`src/rtl/hiscore_pkg.sv`:
```
// Shared definitions between the hiscore ioctl host and its NVRAM consumer.
// Holds the transfer indices and the host sequencer state encoding.
package hiscore_pkg;

    localparam logic [7:0] INDEX_CONFIG = 8'd3;
    localparam logic [7:0] INDEX_DUMP   = 8'd4;

    typedef enum logic [3:0] {
        ST_IDLE,
        ST_DL_OPEN,
        ST_DL_WAIT,
        ST_DL_WR,
        ST_DL_GAP,
        ST_UL_OPEN,
        ST_UL_SETTLE,
        ST_UL_OUT,
        ST_CLOSE
    } host_state_t;

endpackage

```
`src/rtl/hiscore_ioctl_timer.sv`:
```
// Load/decrement/zero counter for the write-gap and upload-settle phases.
// Zero flag is combinational from the count; a load takes effect on the next edge.
module hiscore_ioctl_timer #(
    parameter int WIDTH = 3
) (
    input  logic             clk,
    input  logic             reset_n,
    input  logic             load,
    input  logic [WIDTH-1:0] load_val,
    output logic             zero
);

    logic [WIDTH-1:0] count;

    always_ff @(posedge clk or negedge reset_n) begin
        if (!reset_n) begin
            count <= '0;
        end else if (load) begin
            count <= load_val;
        end else if (count != '0) begin
            count <= count - WIDTH'(1);
        end
    end

    assign zero = (count == '0);

endmodule

```
`src/rtl/hiscore_ioctl_host.sv`:
```
// Host side of the hiscore ioctl port: streams bytes into ioctl_wr strobes or walks ioctl_addr back out.
// Download 1 byte / (2+WR_GAP) cycles, upload 1 byte / (UL_SETTLE+1); stalls on s_valid low or m_ready low.
module hiscore_ioctl_host
    import hiscore_pkg::*;
#(
    parameter int ADDR_WIDTH = 25,
    parameter int WR_GAP     = 3,
    parameter int UL_SETTLE  = 4
) (
    input  logic                  clk,
    input  logic                  reset_n,
    input  logic                  cmd_valid,
    output logic                  cmd_ready,
    input  logic                  cmd_upload,
    input  logic [7:0]            cmd_index,
    input  logic [ADDR_WIDTH-1:0] cmd_length,
    input  logic                  abort,
    input  logic [7:0]            s_data,
    input  logic                  s_valid,
    output logic                  s_ready,
    output logic [7:0]            m_data,
    output logic                  m_valid,
    input  logic                  m_ready,
    output logic                  ioctl_download,
    output logic                  ioctl_upload,
    output logic                  ioctl_wr,
    output logic [ADDR_WIDTH-1:0] ioctl_addr,
    output logic [7:0]            ioctl_dout,
    output logic [7:0]            ioctl_index,
    input  logic [7:0]            ioctl_din,
    output logic                  busy,
    output logic                  done,
    output logic                  aborted
);

    localparam int TMAX = (WR_GAP > UL_SETTLE) ? WR_GAP : UL_SETTLE;
    localparam int TW   = (TMAX < 2) ? 1 : $clog2(TMAX + 1);
    localparam logic [TW-1:0] GAP_LOAD    = TW'((WR_GAP > 0) ? WR_GAP - 1 : 0);
    localparam logic [TW-1:0] SETTLE_LOAD = TW'((UL_SETTLE > 0) ? UL_SETTLE - 1 : 0);

    host_state_t           state;
    host_state_t           state_nxt;
    logic                  ready_q;
    logic                  aborted_q;
    logic [ADDR_WIDTH-1:0] len_q;
    logic                  len_zero;
    logic                  last_byte;

    logic                  accept;
    logic                  dl_take;
    logic                  ul_take;
    logic                  addr_inc;
    logic                  abort_close;
    logic                  tmr_load;
    logic [TW-1:0]         tmr_val;
    logic                  tmr_zero;

    assign len_zero  = (len_q == '0);
    assign last_byte = (ioctl_addr == (len_q - ADDR_WIDTH'(1)));

    hiscore_ioctl_timer #(
        .WIDTH (TW)
    ) u_timer (
        .clk      (clk),
        .reset_n  (reset_n),
        .load     (tmr_load),
        .load_val (tmr_val),
        .zero     (tmr_zero)
    );

    always_ff @(posedge clk or negedge reset_n) begin
        if (!reset_n) begin
            state <= ST_IDLE;
        end else begin
            state <= state_nxt;
        end
    end

    always_comb begin
        state_nxt   = state;
        accept      = 1'b0;
        dl_take     = 1'b0;
        ul_take     = 1'b0;
        addr_inc    = 1'b0;
        abort_close = 1'b0;
        tmr_load    = 1'b0;
        tmr_val     = '0;
        case (state)
            ST_IDLE: begin
                if (cmd_valid && ready_q) begin
                    accept    = 1'b1;
                    state_nxt = cmd_upload ? ST_UL_OPEN : ST_DL_OPEN;
                end
            end
            ST_DL_OPEN: begin
                if (len_zero) begin
                    state_nxt = ST_CLOSE;
                end else if (abort) begin
                    state_nxt   = ST_CLOSE;
                    abort_close = 1'b1;
                end else begin
                    state_nxt = ST_DL_WAIT;
                end
            end
            ST_DL_WAIT: begin
                if (abort) begin
                    state_nxt   = ST_CLOSE;
                    abort_close = 1'b1;
                end else if (s_valid) begin
                    dl_take   = 1'b1;
                    state_nxt = ST_DL_WR;
                end
            end
            ST_DL_WR: begin
                // The strobe is already on the pins this cycle, so a late abort only skips what follows.
                if (last_byte) begin
                    state_nxt = ST_CLOSE;
                end else if (abort) begin
                    state_nxt   = ST_CLOSE;
                    abort_close = 1'b1;
                end else if (WR_GAP == 0) begin
                    addr_inc  = 1'b1;
                    state_nxt = ST_DL_WAIT;
                end else begin
                    tmr_load  = 1'b1;
                    tmr_val   = GAP_LOAD;
                    state_nxt = ST_DL_GAP;
                end
            end
            ST_DL_GAP: begin
                if (abort) begin
                    state_nxt   = ST_CLOSE;
                    abort_close = 1'b1;
                end else if (tmr_zero) begin
                    addr_inc  = 1'b1;
                    state_nxt = ST_DL_WAIT;
                end
            end
            ST_UL_OPEN: begin
                if (len_zero) begin
                    state_nxt = ST_CLOSE;
                end else if (abort) begin
                    state_nxt   = ST_CLOSE;
                    abort_close = 1'b1;
                end else begin
                    tmr_load  = 1'b1;
                    tmr_val   = SETTLE_LOAD;
                    state_nxt = ST_UL_SETTLE;
                end
            end
            ST_UL_SETTLE: begin
                if (abort) begin
                    state_nxt   = ST_CLOSE;
                    abort_close = 1'b1;
                end else if (tmr_zero) begin
                    ul_take   = 1'b1;
                    state_nxt = ST_UL_OUT;
                end
            end
            ST_UL_OUT: begin
                // A completing final handshake wins over a simultaneous abort.
                if (m_ready && last_byte) begin
                    state_nxt = ST_CLOSE;
                end else if (abort) begin
                    state_nxt   = ST_CLOSE;
                    abort_close = 1'b1;
                end else if (m_ready) begin
                    addr_inc  = 1'b1;
                    tmr_load  = 1'b1;
                    tmr_val   = SETTLE_LOAD;
                    state_nxt = ST_UL_SETTLE;
                end
            end
            ST_CLOSE: begin
                state_nxt = ST_IDLE;
            end
            default: begin
                state_nxt = ST_IDLE;
            end
        endcase
    end

    // ioctl_index is only reloaded on accept so the consumer can still read it after the window falls.
    always_ff @(posedge clk or negedge reset_n) begin
        if (!reset_n) begin
            ready_q     <= 1'b0;
            aborted_q   <= 1'b0;
            len_q       <= '0;
            ioctl_index <= '0;
            ioctl_addr  <= '0;
            ioctl_dout  <= '0;
            m_data      <= '0;
        end else begin
            ready_q   <= (state_nxt == ST_IDLE);
            aborted_q <= abort_close;
            if (accept) begin
                len_q       <= cmd_length;
                ioctl_index <= cmd_index;
                ioctl_addr  <= '0;
            end else if (addr_inc) begin
                ioctl_addr <= ioctl_addr + ADDR_WIDTH'(1);
            end
            if (dl_take) begin
                ioctl_dout <= s_data;
            end
            if (ul_take) begin
                m_data <= ioctl_din;
            end
        end
    end

    assign cmd_ready      = ready_q;
    assign busy           = (state != ST_IDLE);
    assign done           = (state == ST_CLOSE);
    assign aborted        = aborted_q;
    assign ioctl_wr       = (state == ST_DL_WR);
    assign ioctl_download = (state == ST_DL_OPEN) || (state == ST_DL_WAIT) ||
                            (state == ST_DL_WR)   || (state == ST_DL_GAP);
    assign ioctl_upload   = (state == ST_UL_OPEN) || (state == ST_UL_SETTLE) || (state == ST_UL_OUT);
    assign s_ready        = (state == ST_DL_WAIT) && !abort;
    assign m_valid        = (state == ST_UL_OUT);

    assert property (@(posedge clk) disable iff (!reset_n) !(ioctl_download && ioctl_upload));
    assert property (@(posedge clk) disable iff (!reset_n) ioctl_wr |-> ioctl_download);

endmodule

```
`config.mk`:
```
export PLATFORM = sky130hd
export DESIGN_NAME = hiscore_ioctl_host
export DESIGN_NICKNAME = d
export VERILOG_FILES = /design/src/rtl/hiscore_pkg.sv /design/src/rtl/hiscore_ioctl_timer.sv /design/src/rtl/hiscore_ioctl_host.sv
export SDC_FILE = /design/constraint.sdc
export NUM_CORES = 1
export LEC_CHECK = 0
export ABC_CLOCK_PERIOD_IN_PS = 10100
export CAP_MARGIN = 40
export CELL_PAD_IN_SITES_DETAIL_PLACEMENT = 0
export CELL_PAD_IN_SITES_GLOBAL_PLACEMENT = 1
export CORE_AREA = 2 2 132 95
export CTS_BUF_LIST = sky130_fd_sc_hd__clkbuf_16
export DETAILED_ROUTE_END_ITERATION = 12
export DIE_AREA = 0 0 134 97
export PLACE_DENSITY = 0.89
export SYNTH_ARGS = -nofsm -noshare
export SYNTH_HDL_FRONTEND = slang
export SYNTH_SLANG_ARGS = --single-unit
```
`constraint.sdc`:
```
create_clock -name clk -period 10.1 [get_ports clk]
set_input_delay 2.02 -clock clk [delete_from_list [all_inputs] [get_ports clk]]
set_output_delay 2.02 -clock clk [all_outputs]
set_load 0.02 [all_outputs]
```
# [Word-level counts from Yosys, hierarchy flattened]
# Cells that the tools add are included.
[op_classes] bitwise=0 eq_ne=9 addsub=3 div_mod_pow=0 mul=0 magnitude_cmp=0 reduce_logical=19 shift=0 muxes=51
[op_table] op="$mux W4" count=16
[op_table] op="$mux W25" count=2
[op_table] op="$pmux W4 S8" count=1
[op_table] op="$add A25 B1 Y25 const B" count=1
[op_table] op="$eq A25 B25 Y1" count=1
[op_table] op="$logic_not A25 Y1" count=1
[op_table] op="$sub A25 B1 Y25 const B" count=1
[op_table] op="$mux W1" count=18
[op_table] op="$eq A4 B3 Y1 const B" count=4
[op_table] op="$mux W2" count=7
[op_table] op="$mux W3" count=3
[op_table] op="$eq A4 B2 Y1 const B" count=2
[op_table] op="$logic_not A4 Y1" count=2
[op_table] op="$pmux W2 S3" count=1
[op_table] op="$logic_or A1 B1 Y1" count=5
[op_table] op="$eq A4 B1 Y1 const B" count=1
[op_table] op="$eq A4 B4 Y1 const B" count=1
[op_table] op="$pmux W1 S4" count=1
[op_table] op="$reduce_bool A2 Y1" count=2
[op_table] op="$reduce_bool A4 Y1" count=1
[op_table] op="$logic_and A1 B1 Y1" count=3
[op_table] op="$logic_not A3 Y1" count=1
[op_table] op="$pmux W1 S3" count=1
[op_table] op="$reduce_bool A3 Y1" count=1
[op_table] op="5 further kinds" count=5
[word_totals] word_cells=91 mem_count=0 romBits=0 latchBits=0 ram_bits=0 out_inout_bits=58 input_bits=56 ff_bits=83

# [Logic depth before layout (Yosys ltp)]
# Gate-level depths: netlist of the first run.
[depth] depth_word=7 ltp_mapped=12 ltp_nobuf=11

# [Modules after synthesis]
# From an unflattened synthesis of the first run, not the netlist that was laid out.
[hier_totals] hier_cells=541 hier_area_um2=4775.8
[modules_own_cells] module="hiscore_ioctl_host" cells_per_inst=520 seq_area_each_um2=2001.9 instances=1 area_per_inst_um2=4575.6
[modules_own_cells] module="hiscore_ioctl_timer" cells_per_inst=21 seq_area_each_um2=75.1 instances=1 area_per_inst_um2=200.2

# [Worst setup path before layout of the first run]
# No wires, ideal clock.
[synth_timing] path_kind="input to output" startpoint="in abort" endpoint="out s_ready" path_slack_ns=5.284 cell_stages=1 t_arrival_ns=2.796 path_cell_list="nor4bb_1"
[synth_between] elab_chain_cells=2
[synth_lines] element="start, declared" line_no="hiscore_ioctl_host.sv:17" rtl="input logic abort,"
[synth_lines] element="$logic_not A1 Y1" line_no="hiscore_ioctl_host.sv:220" rtl="assign s_ready = (state == ST_DL_WAIT) && !abort;"
[synth_lines] element="$logic_and A1 B1 Y1" line_no="hiscore_ioctl_host.sv:220"
[synth_lines] element="end, declared" line_no="hiscore_ioctl_host.sv:20" rtl="output logic s_ready,"
# No other way between the ends.

# [Worst setup path after layout of the first run]
# Same ends and word-level chain as after synthesis.

==> results of run 1 <==
[worst max-delay path, stage by stage]
cell and delay, ns:
clkdlybuf4s50_1 0.64, nor4bb_1 0.44, clkdlybuf4s50_1 0.67
[worst paths after layout]
kind	endpoint	slack, ns	depth (start not counted)
max	s_ready	4.30	3
min	ioctl_index[6]	0.48	2
max reg2reg	ioctl_addr[3]	5.69	11
min reg2reg	ioctl_index[6]	0.48	2
max in group asynchronous	cmd_ready	7.49	2
min in group asynchronous	ioctl_addr[11]	1.63	1
[flip-flops by register name (all words and copies together), names as in the netlist]
name,count
ioctl_addr,25
len_q,25
ioctl_dout,8
ioctl_index,8
m_data,8
state,4
u_timer.count,3
aborted,1
cmd_ready,1
[metal layers]
metal | global-route usage (%) | routed length [um]
met5 | 0 | 0
met1 | 29.5 | 6180
met3 | 6.55 | 938
met4 | 4.75 | 100
met2 | 30.9 | 5520
[Yosys cell counts, drive strengths merged]
master	count
o21ai	36
nor2b	5
nor4	10
nor4bb	2
nand3	14
and4	1
or4	12
nand2b	2
a21o	2
a211oi	3
inv	15
xor2	15
a21boi	1
o32ai	1
nor3b	5
mux2i	2
o31ai	3
a31oi	2
or2	3
clkbuf	21
mux2	16
xnor2	21
a221oi	1
o211ai	2
and3	4
nor2	22
nand3b	4
a21oi	36
o31a	1
buf	4
a2bb2oi	1
ha	4
or3	24
or3b	1
dfrtp	83
nand4b	1
or4b	2
nand4	11
and2	2
nand2	120
o2111ai	1
o21a	1
nor3	17
[logic make-up after synthesis]
family	Yosys count	share of synthesized area, %
muxes	18	4.33
buffers and inverters	40	3.49
AOI/OAI and AO/OA	91	11.2
adders and majority gates	4	1.08
DFF	83	44.9
and+or+nand+nor	262	28.1
xor gates and xnor gates	36	6.82
[area by class of cell]
cell class / instances / area, um^2
sequential: 83 / 2080
clock buffer: 9 / 225
multi-input combinational: 411 / 2390
clock inverter: 7 / 81.3
fill: 1049 / 5420
inverter: 15 / 56.3
timing repair buffer: 116 / 1150
tap: 157 / 196
[per-stage QoR]
step / instance area, um^2 / std cells / utilization [%] / setup slack [ns]
4_1_cts: 6180 / 798 / 53.3 / 4.28
6_report: 6180 / 798 / 53.3 / 4.30
5_1_grt: 6180 / 798 / 53.3 / 4.20
2_1_floorplan: 4620 / 534 / - / 5.28
3_3_place_gp: 5870 / 782 / 50.6 / 4.30
3_5_place_dp: 5870 / 782 / 50.6 / 4.29
[power by group]
part | internal [uW] | total [uW] | switching [uW]
logic | 293 | 658 | 365
clock network | 196 | 346 | 150
registers | 435 | 563 | 128
==> flow_summary.toml, run 1 <==
[outcome]
status = "complete, no violations"

[pwr]
power_density_nw_per_um2 = 254
ir_drop_uv = 156
power_uw = 1570
total_leakage_power_uw = 0.00260

[floorplanning]
die_area_um2 = 13000
num_io_pins = 114
die-width_um = 134
start_util_pct = 39.9
die_h_um = 97
fp.coreArea_um2 = 11600
fp-row-count = 33

[finish]
nNetsFinal = 696
final_cell_mix = "120 x nand2_1, 112 x clkdlybuf4s50_1, 83 x dfrtp_1, 36 x a21oi_1, 25 x o21ai_1"
final_common_cell = "nand2_1"
drive_gt1_share_pct = 7.33
area_growth_pct = 33.7
antenna_cells = 0

[clock_network]
cts_made_buffers = 9
htreeDepth = 3
cts_tree = "yes"
clock_sinks = 83
ctsResizeCount = 0
cts.hold.buffers_added = 0
cts_setup_buffers = 0
clk_latency_ns = 0.35
cts_root_buf = "clkbuf_16"
clock_tree.buffer_depth = 2
clkTransAtPathRegs_ns = 0.07

[timing]
slew_headroom_pct = 39.2
timing.final.hold_violations = 0
period_minus_slack_ns = 5.80
tightest_slew_ns = 0.904
setup_viol = 0
finClkSkew_ns = 0.00501
fin_crit_sh_pct = 57.4
fmax_mhz = 173
rsz0062_at_grt = "no"
setup-tns-final_ns = 0
drv_slew = 0
holdWs_ns = 0.479

[detailed_routing]
dr.first_iter.drc_count = 276
drt-pass1-iter-count = 4
viasPerCell = 5.40
drc = 0
ant_nets = 0
num_vias = 4308
post_drt_wl_per_cell_um = 16.0
drt-total-wl_um = 12700

[hold_path]
min_from = "ioctl_index[6]"
hp-class = "reg2reg"

[setup_path]
cp.arrival_ns = 3.78
r2r-start = "len_q[0]"
critPathRequiredTime_ns = 8.08
worst-path-max-fanout = 13
startpoint = "abort"
worst_setup_path_start_kind = "input pin"
cp-end-kind = "primary output"
critical_path_class = "in2out"

[logic_synthesis]
synth_top_area_cell = "dfrtp_1"
ys_ff_latch = 83
yosys.cell_types.count = 46
syn-num-nets = 594
yosys-top-cells-area = "dfrtp_1 45%, nand2_1 9.7%, xnor2_1 4.0%"
ys_warn_count = 0
avgSynthCellArea_um2 = 8.66
syn_area_um2 = 4620
netlist_instances = 534
yosys.area.top_type_share_pct = 44.9
ys_seq_area_share_pct = 44.9

[placed_design]
portBuffers = 113
dp_hpwl_um = 9370
place_congestion = 0.876

[grt]
overflow = 0
grt_pass1_wl_um = 21700
grt_use_total_pct = 20.8
grt_max_degree = 45
grt_pass1_vias = 4272
grt_antenna_before_repair = 0

[job]
max-cap-violations = 0
(Power assumes the default switching activity.)
==> inputs of run 2 (changes only) <==
ABC_CLOCK_PERIOD_IN_PS = 5300   (was 10100)
CORE_AREA = 2 2 145 105   (was 2 2 132 95)
DIE_AREA = 0 0 147 107   (was 0 0 134 97)
PLACE_DENSITY = 0.78   (was 0.89)
clock period = 5.3 ns   (was 10.1 ns; I/O delays follow)
==> flow_summary.toml, run 2 (synthesis results as in run 1) <==
[setup_path]
critPathRequiredTime_ns = 5.50
cp-end-kind = "flop"
worst_setup_path_start_kind = "flop"
critical_path_class = "reg2reg"
worst-path-max-fanout = 14
cp.arrival_ns = 4.59

[floorplanning]
die_area_um2 = 15700
die-width_um = 147
die_h_um = 107
fp-row-count = 37
start_util_pct = 32.2
num_io_pins = 114
fp.coreArea_um2 = 14400

[finish]
area_growth_pct = 34.8
final_cell_mix = "120 x nand2_1, 112 x clkdlybuf4s50_1, 83 x dfrtp_1, 36 x a21oi_1, 25 x o21ai_1"
final_common_cell = "nand2_1"
final_cell_area_um2 = 6240
antenna_cells = 0
drive_gt1_share_pct = 7.48
reg_top3 = "ioctl_addr: 25 flops, len_q: 25 flops"
nNetsFinal = 697
fin_cells = 837

[timing]
finClkSkew_ns = 0.00904
setup_viol = 0
tightest_slew_ns = 0.913
rsz0062_at_grt = "no"
setup-tns-final_ns = 0
drv_slew = 0
fin_crit_sh_pct = 82.9
holdWs_ns = 0.476
fmax_mhz = 228
slew_headroom_pct = 38.6
period_minus_slack_ns = 4.39
timing.final.hold_violations = 0

[job]
max-cap-violations = 0

[grt]
grt_antenna_before_repair = 0
grt_use_total_pct = 17.1
grt_pass1_wl_um = 21500
grt_max_degree = 53
overflow = 0
grt_pass1_vias = 4222

[detailed_routing]
ant_nets = 0
num_vias = 4221
wl_met2_um = 5590
dr.first_iter.drc_count = 274
drc = 0
drt-total-wl_um = 13000
maxUsedRoutingLayer = "met4"
viasPerCell = 5.04
post_drt_wl_per_cell_um = 15.6
wl_met1_um = 6500
drt-pass1-iter-count = 5
met3_wirelength_um = 785

[clock_network]
cts.hold.buffers_added = 0
clock_sinks = 83
cts_root_buf = "clkbuf_16"
clkTransAtPathRegs_ns = 0.07
ctsResizeCount = 0
htreeDepth = 3
clk_latency_ns = 0.35
clock_tree.buffer_depth = 2
cts_tree = "yes"
cts_made_buffers = 9
cts_setup_buffers = 0

[placed_design]
portBuffers = 113
dp_hpwl_um = 9720
post_dp_cell_area_um2 = 5930
dp.cells = 821
place_congestion = 0.910

[outcome]
status = "complete, no violations"

[pwr]
power_density_nw_per_um2 = 475
ir_drop_uv = 251
total_leakage_power_uw = 0.00260

[hold_path]
hp-class = "reg2reg"
## run 2: cell count changes in the layout (fill, tap and decap cells not counted)
cell,previous run,this run
inv_6,4,1
buf_4,4,5
clkinvlp_4,1,0
clkinv_8,0,2
bufinv_16,1,0
clkinv_4,1,2
inv_8,0,2
## run 2: routing by layer
metal / vias up / global-route usage (%)
met5: - / 0
met4: 0 / 4.53
met3: 14 / 4.85
met2: 111 / 26.7
met1: 2019 / 23.5
li1: 2077 / -
## run 2: final cells by class
cell class | count | area (um^2)
fill | 1426 | 8120
multi-input combinational | 411 | 2390
sequential | 83 | 2080
timing repair buffer | 117 | 1160
tap | 195 | 244
clock buffer | 9 | 225
clock inverter | 7 | 81.3
inverter | 15 | 56.3
## run 2: through the flow
stage | util (%) | worst slack [ns] | power (uW)
3_3_place_gp | 41.3 | 1.14 | 2290
2_1_floorplan | - | 1.59 | 1840
5_1_grt | 43.5 | 0.607 | 3180
6_report | 43.5 | 0.907 | 2960
4_1_cts | 43.5 | 0.965 | 2990
3_5_place_dp | 41.3 | 0.989 | 2330
## run 2: final timing paths
| check | startpoint | endpoint | slack (ns) | cells past startpoint |
|---|---|---|---|---|
| max in group asynchronous | reset_n | len_q[15] | 3.62 | 2 |
| setup / recovery | len_q[0] | ioctl_addr[3] | 0.91 | 11 |
| min in group asynchronous | reset_n | len_q[9] | 0.64 | 1 |
| setup reg to reg | len_q[0] | ioctl_addr[3] | 0.91 | 11 |
| hold / removal | ioctl_index[4] | ioctl_index[4] | 0.48 | 2 |
| hold reg to reg | ioctl_index[4] | ioctl_index[4] | 0.48 | 2 |
## run 2: power breakdown
part	internal, uW	leakage [uW]	switching, uW
clock	336	0.000150	302
combinational	560	0.00137	699
sequential	829	0.00109	234
## run 2: critical path: stages, from the launching register on
cell	delay, ns
dfrtp_1	0.42
inv_1	0.10
ha_1	0.24
nor3b_1	0.66
nand2_1	0.22
or4_1	0.56
a211oi_1	0.29
nand4_1	0.17
or4_4	0.59
a21boi_1	0.68
or4b_2	0.25
a21oi_1	0.06
==> inputs of run 3 (changes only) <==
ABC_CLOCK_PERIOD_IN_PS = 3700   (was 5300)
clock period = 3.7 ns   (was 5.3 ns; I/O delays follow)
==> flow_summary.toml, run 3 (synthesis results as in run 1) <==
[finish]
reg_top3 = "ioctl_addr: 25 flops, len_q: 25 flops"
fin_cells = 870
seqCellArea_um2 = 2080
nNetsFinal = 730
drive_gt1_share_pct = 13.2
area_growth_pct = 42.9
antenna_cells = 0
final_cell_mix = "120 x nand2_1, 112 x clkdlybuf4s50_1, 83 x dfrtp_1, 36 x a21oi_1, 31 x buf_4"
multi_input_area_um2 = 2440
final_common_cell = "nand2_1"
n_fill_cell = 1378

[setup_path]
regToRegEndpoint = "ioctl_addr[11]"
worst-path-max-fanout = 4
r2r-start = "len_q[10]"
r2r_cells = 12
cp.arrival_ns = 3.83
worst_setup_path_start_kind = "flop"
reg2reg_slack_ns = 0.07
cp-end-kind = "flop"
critical_path_class = "reg2reg"
critPathRequiredTime_ns = 3.90

[grt]
grt_pass1_vias = 4286
overflow = 0
grt_max_degree = 59
grt_antenna_before_repair = 0
grt_pass1_wl_um = 22400
grt_use_total_pct = 17.9

[clock_network]
cts_tree = "yes"
clkTransAtPathRegs_ns = 0.07
clk_latency_ns = 0.35
cts_made_buffers = 9
htreeDepth = 3
cts_root_buf = "clkbuf_16"
cts.hold.buffers_added = 0
clock_sinks = 83
clock_tree.buffer_depth = 2

[pwr]
swShare_pct = 40.2
p_clk_share_pct = 20.9
p_int_uw = 2690
total_leakage_power_uw = 0.00282
power_density_nw_per_um2 = 680
power.share.sequential_pct = 31.8
p_comb_share_pct = 47.2
p_switching_uw = 1810
ir_drop_uv = 461

[floorplanning]
fp-row-count = 37
start_util_pct = 32.2
fp.coreArea_um2 = 14400
die-width_um = 147
die_h_um = 107
die_area_um2 = 15700
num_io_pins = 114

[detailed_routing]
dr.first_iter.drc_count = 232
drc = 0
num_vias = 4388
post_drt_wl_per_cell_um = 16.0
drt-total-wl_um = 13900
viasPerCell = 5.04
drt-pass1-iter-count = 5
ant_nets = 0

[hold_path]
hp-class = "in2async"

[timing]
fmax_mhz = 276
setup_viol = 0
finClkSkew_ns = 0.00708
fin_crit_sh_pct = 98.0
period_minus_slack_ns = 3.63
drv_slew = 0
tightest_slew_ns = 0.621
timing.final.hold_violations = 0
rsz0062_at_grt = "yes"
setup-tns-final_ns = 0
slew_headroom_pct = 58.3

[outcome]
status = "complete, no violations"

[job]
max-cap-violations = 0

[placed_design]
dp.cells = 850
dp_hpwl_um = 10100
place_congestion = 0.906
portBuffers = 113
==> run 3: changes by cell type in the layout (fill, tap and decap cells not counted), moves of 2 or more <==
cell	change
clkinv_8	-2
buf_12	+3
or4_1	-4
buf_4	+26
or4_4	+4
inv_6	+2
clkbuf_16	+2
buf_6	+2
==> run 3: metrics by stage <==
stage	setup WS (ns)	hold WS, ns	cell area (um^2)	total power [uW]	util, %
finish	0.0722	0.389	6610	4500	46.0
global route	-0.0784	0.437	6610	4820	46.0
CTS	0.0533	0.405	6490	4490	45.2
detailed placement	0.0132	0.463	6170	3520	43.0
global placement	0.0565	0.457	6170	3470	43.0
floorplan	0.0941	0.444	4620	2640	-
==> run 3: how the worst max path moves through the flow <==
stage	from	to	depth (start not counted)
final	len_q[10]	ioctl_addr[11]	12
after detailed placement	len_q[1]	ioctl_addr[19]	11
after floorplan	len_q[10]	cmd_ready	10
after CTS	len_q[10]	cmd_ready	9
after global routing	len_q[10]	ioctl_addr[9]	12
after global placement	len_q[1]	cmd_ready	9
==> run 3: critical path, cell delays in order, from the launching register on <==
cell       delay, ns
dfrtp_1         0.38
or4_4           0.55
or4_4           0.51
or4_4           0.49
a211oi_2        0.19
nand4_1         0.15
or4_4           0.48
buf_6           0.15
a31oi_4         0.14
buf_12          0.15
clkbuf_16       0.14
or3_1           0.10
a21oi_1         0.05
==> run 3: routing by layer <==
metal,GRT usage (%),share of wire [%],up-vias
met2,26.0,42,139
met5,0,0,-
met1,26.2,50,2094
li1,-,-,2141
met4,4.53,1.4,0
met3,5.02,6.7,14
==> run 3: power groups by stage <==
stage	clock [uW]	sequential [uW]	combinational, uW
3_5_place_dp	0	1440	2080
2_1_floorplan	0	1530	1110
5_1_grt	999	1470	2340
4_1_cts	958	1430	2110
6_report	940	1430	2120
3_3_place_gp	0	1430	2040
==> run 3: cell type report <==
cell class / count / area share [%]
multi-input combinational: 411 / 36.9
clock inverter: 7 / 1.23
inverter: 15 / 0.852
tap: 195 / 3.69
sequential: 83 / 31.4
timing repair buffer: 150 / 22.5
clock buffer: 9 / 3.41
==> run 3: timing repair <==
action                     CTS  global route
gates resized for setup      2             8
gates cloned                 0             3
buffers inserted             0             1
pin swaps                    0             8
setup endpoints to repair    1            26
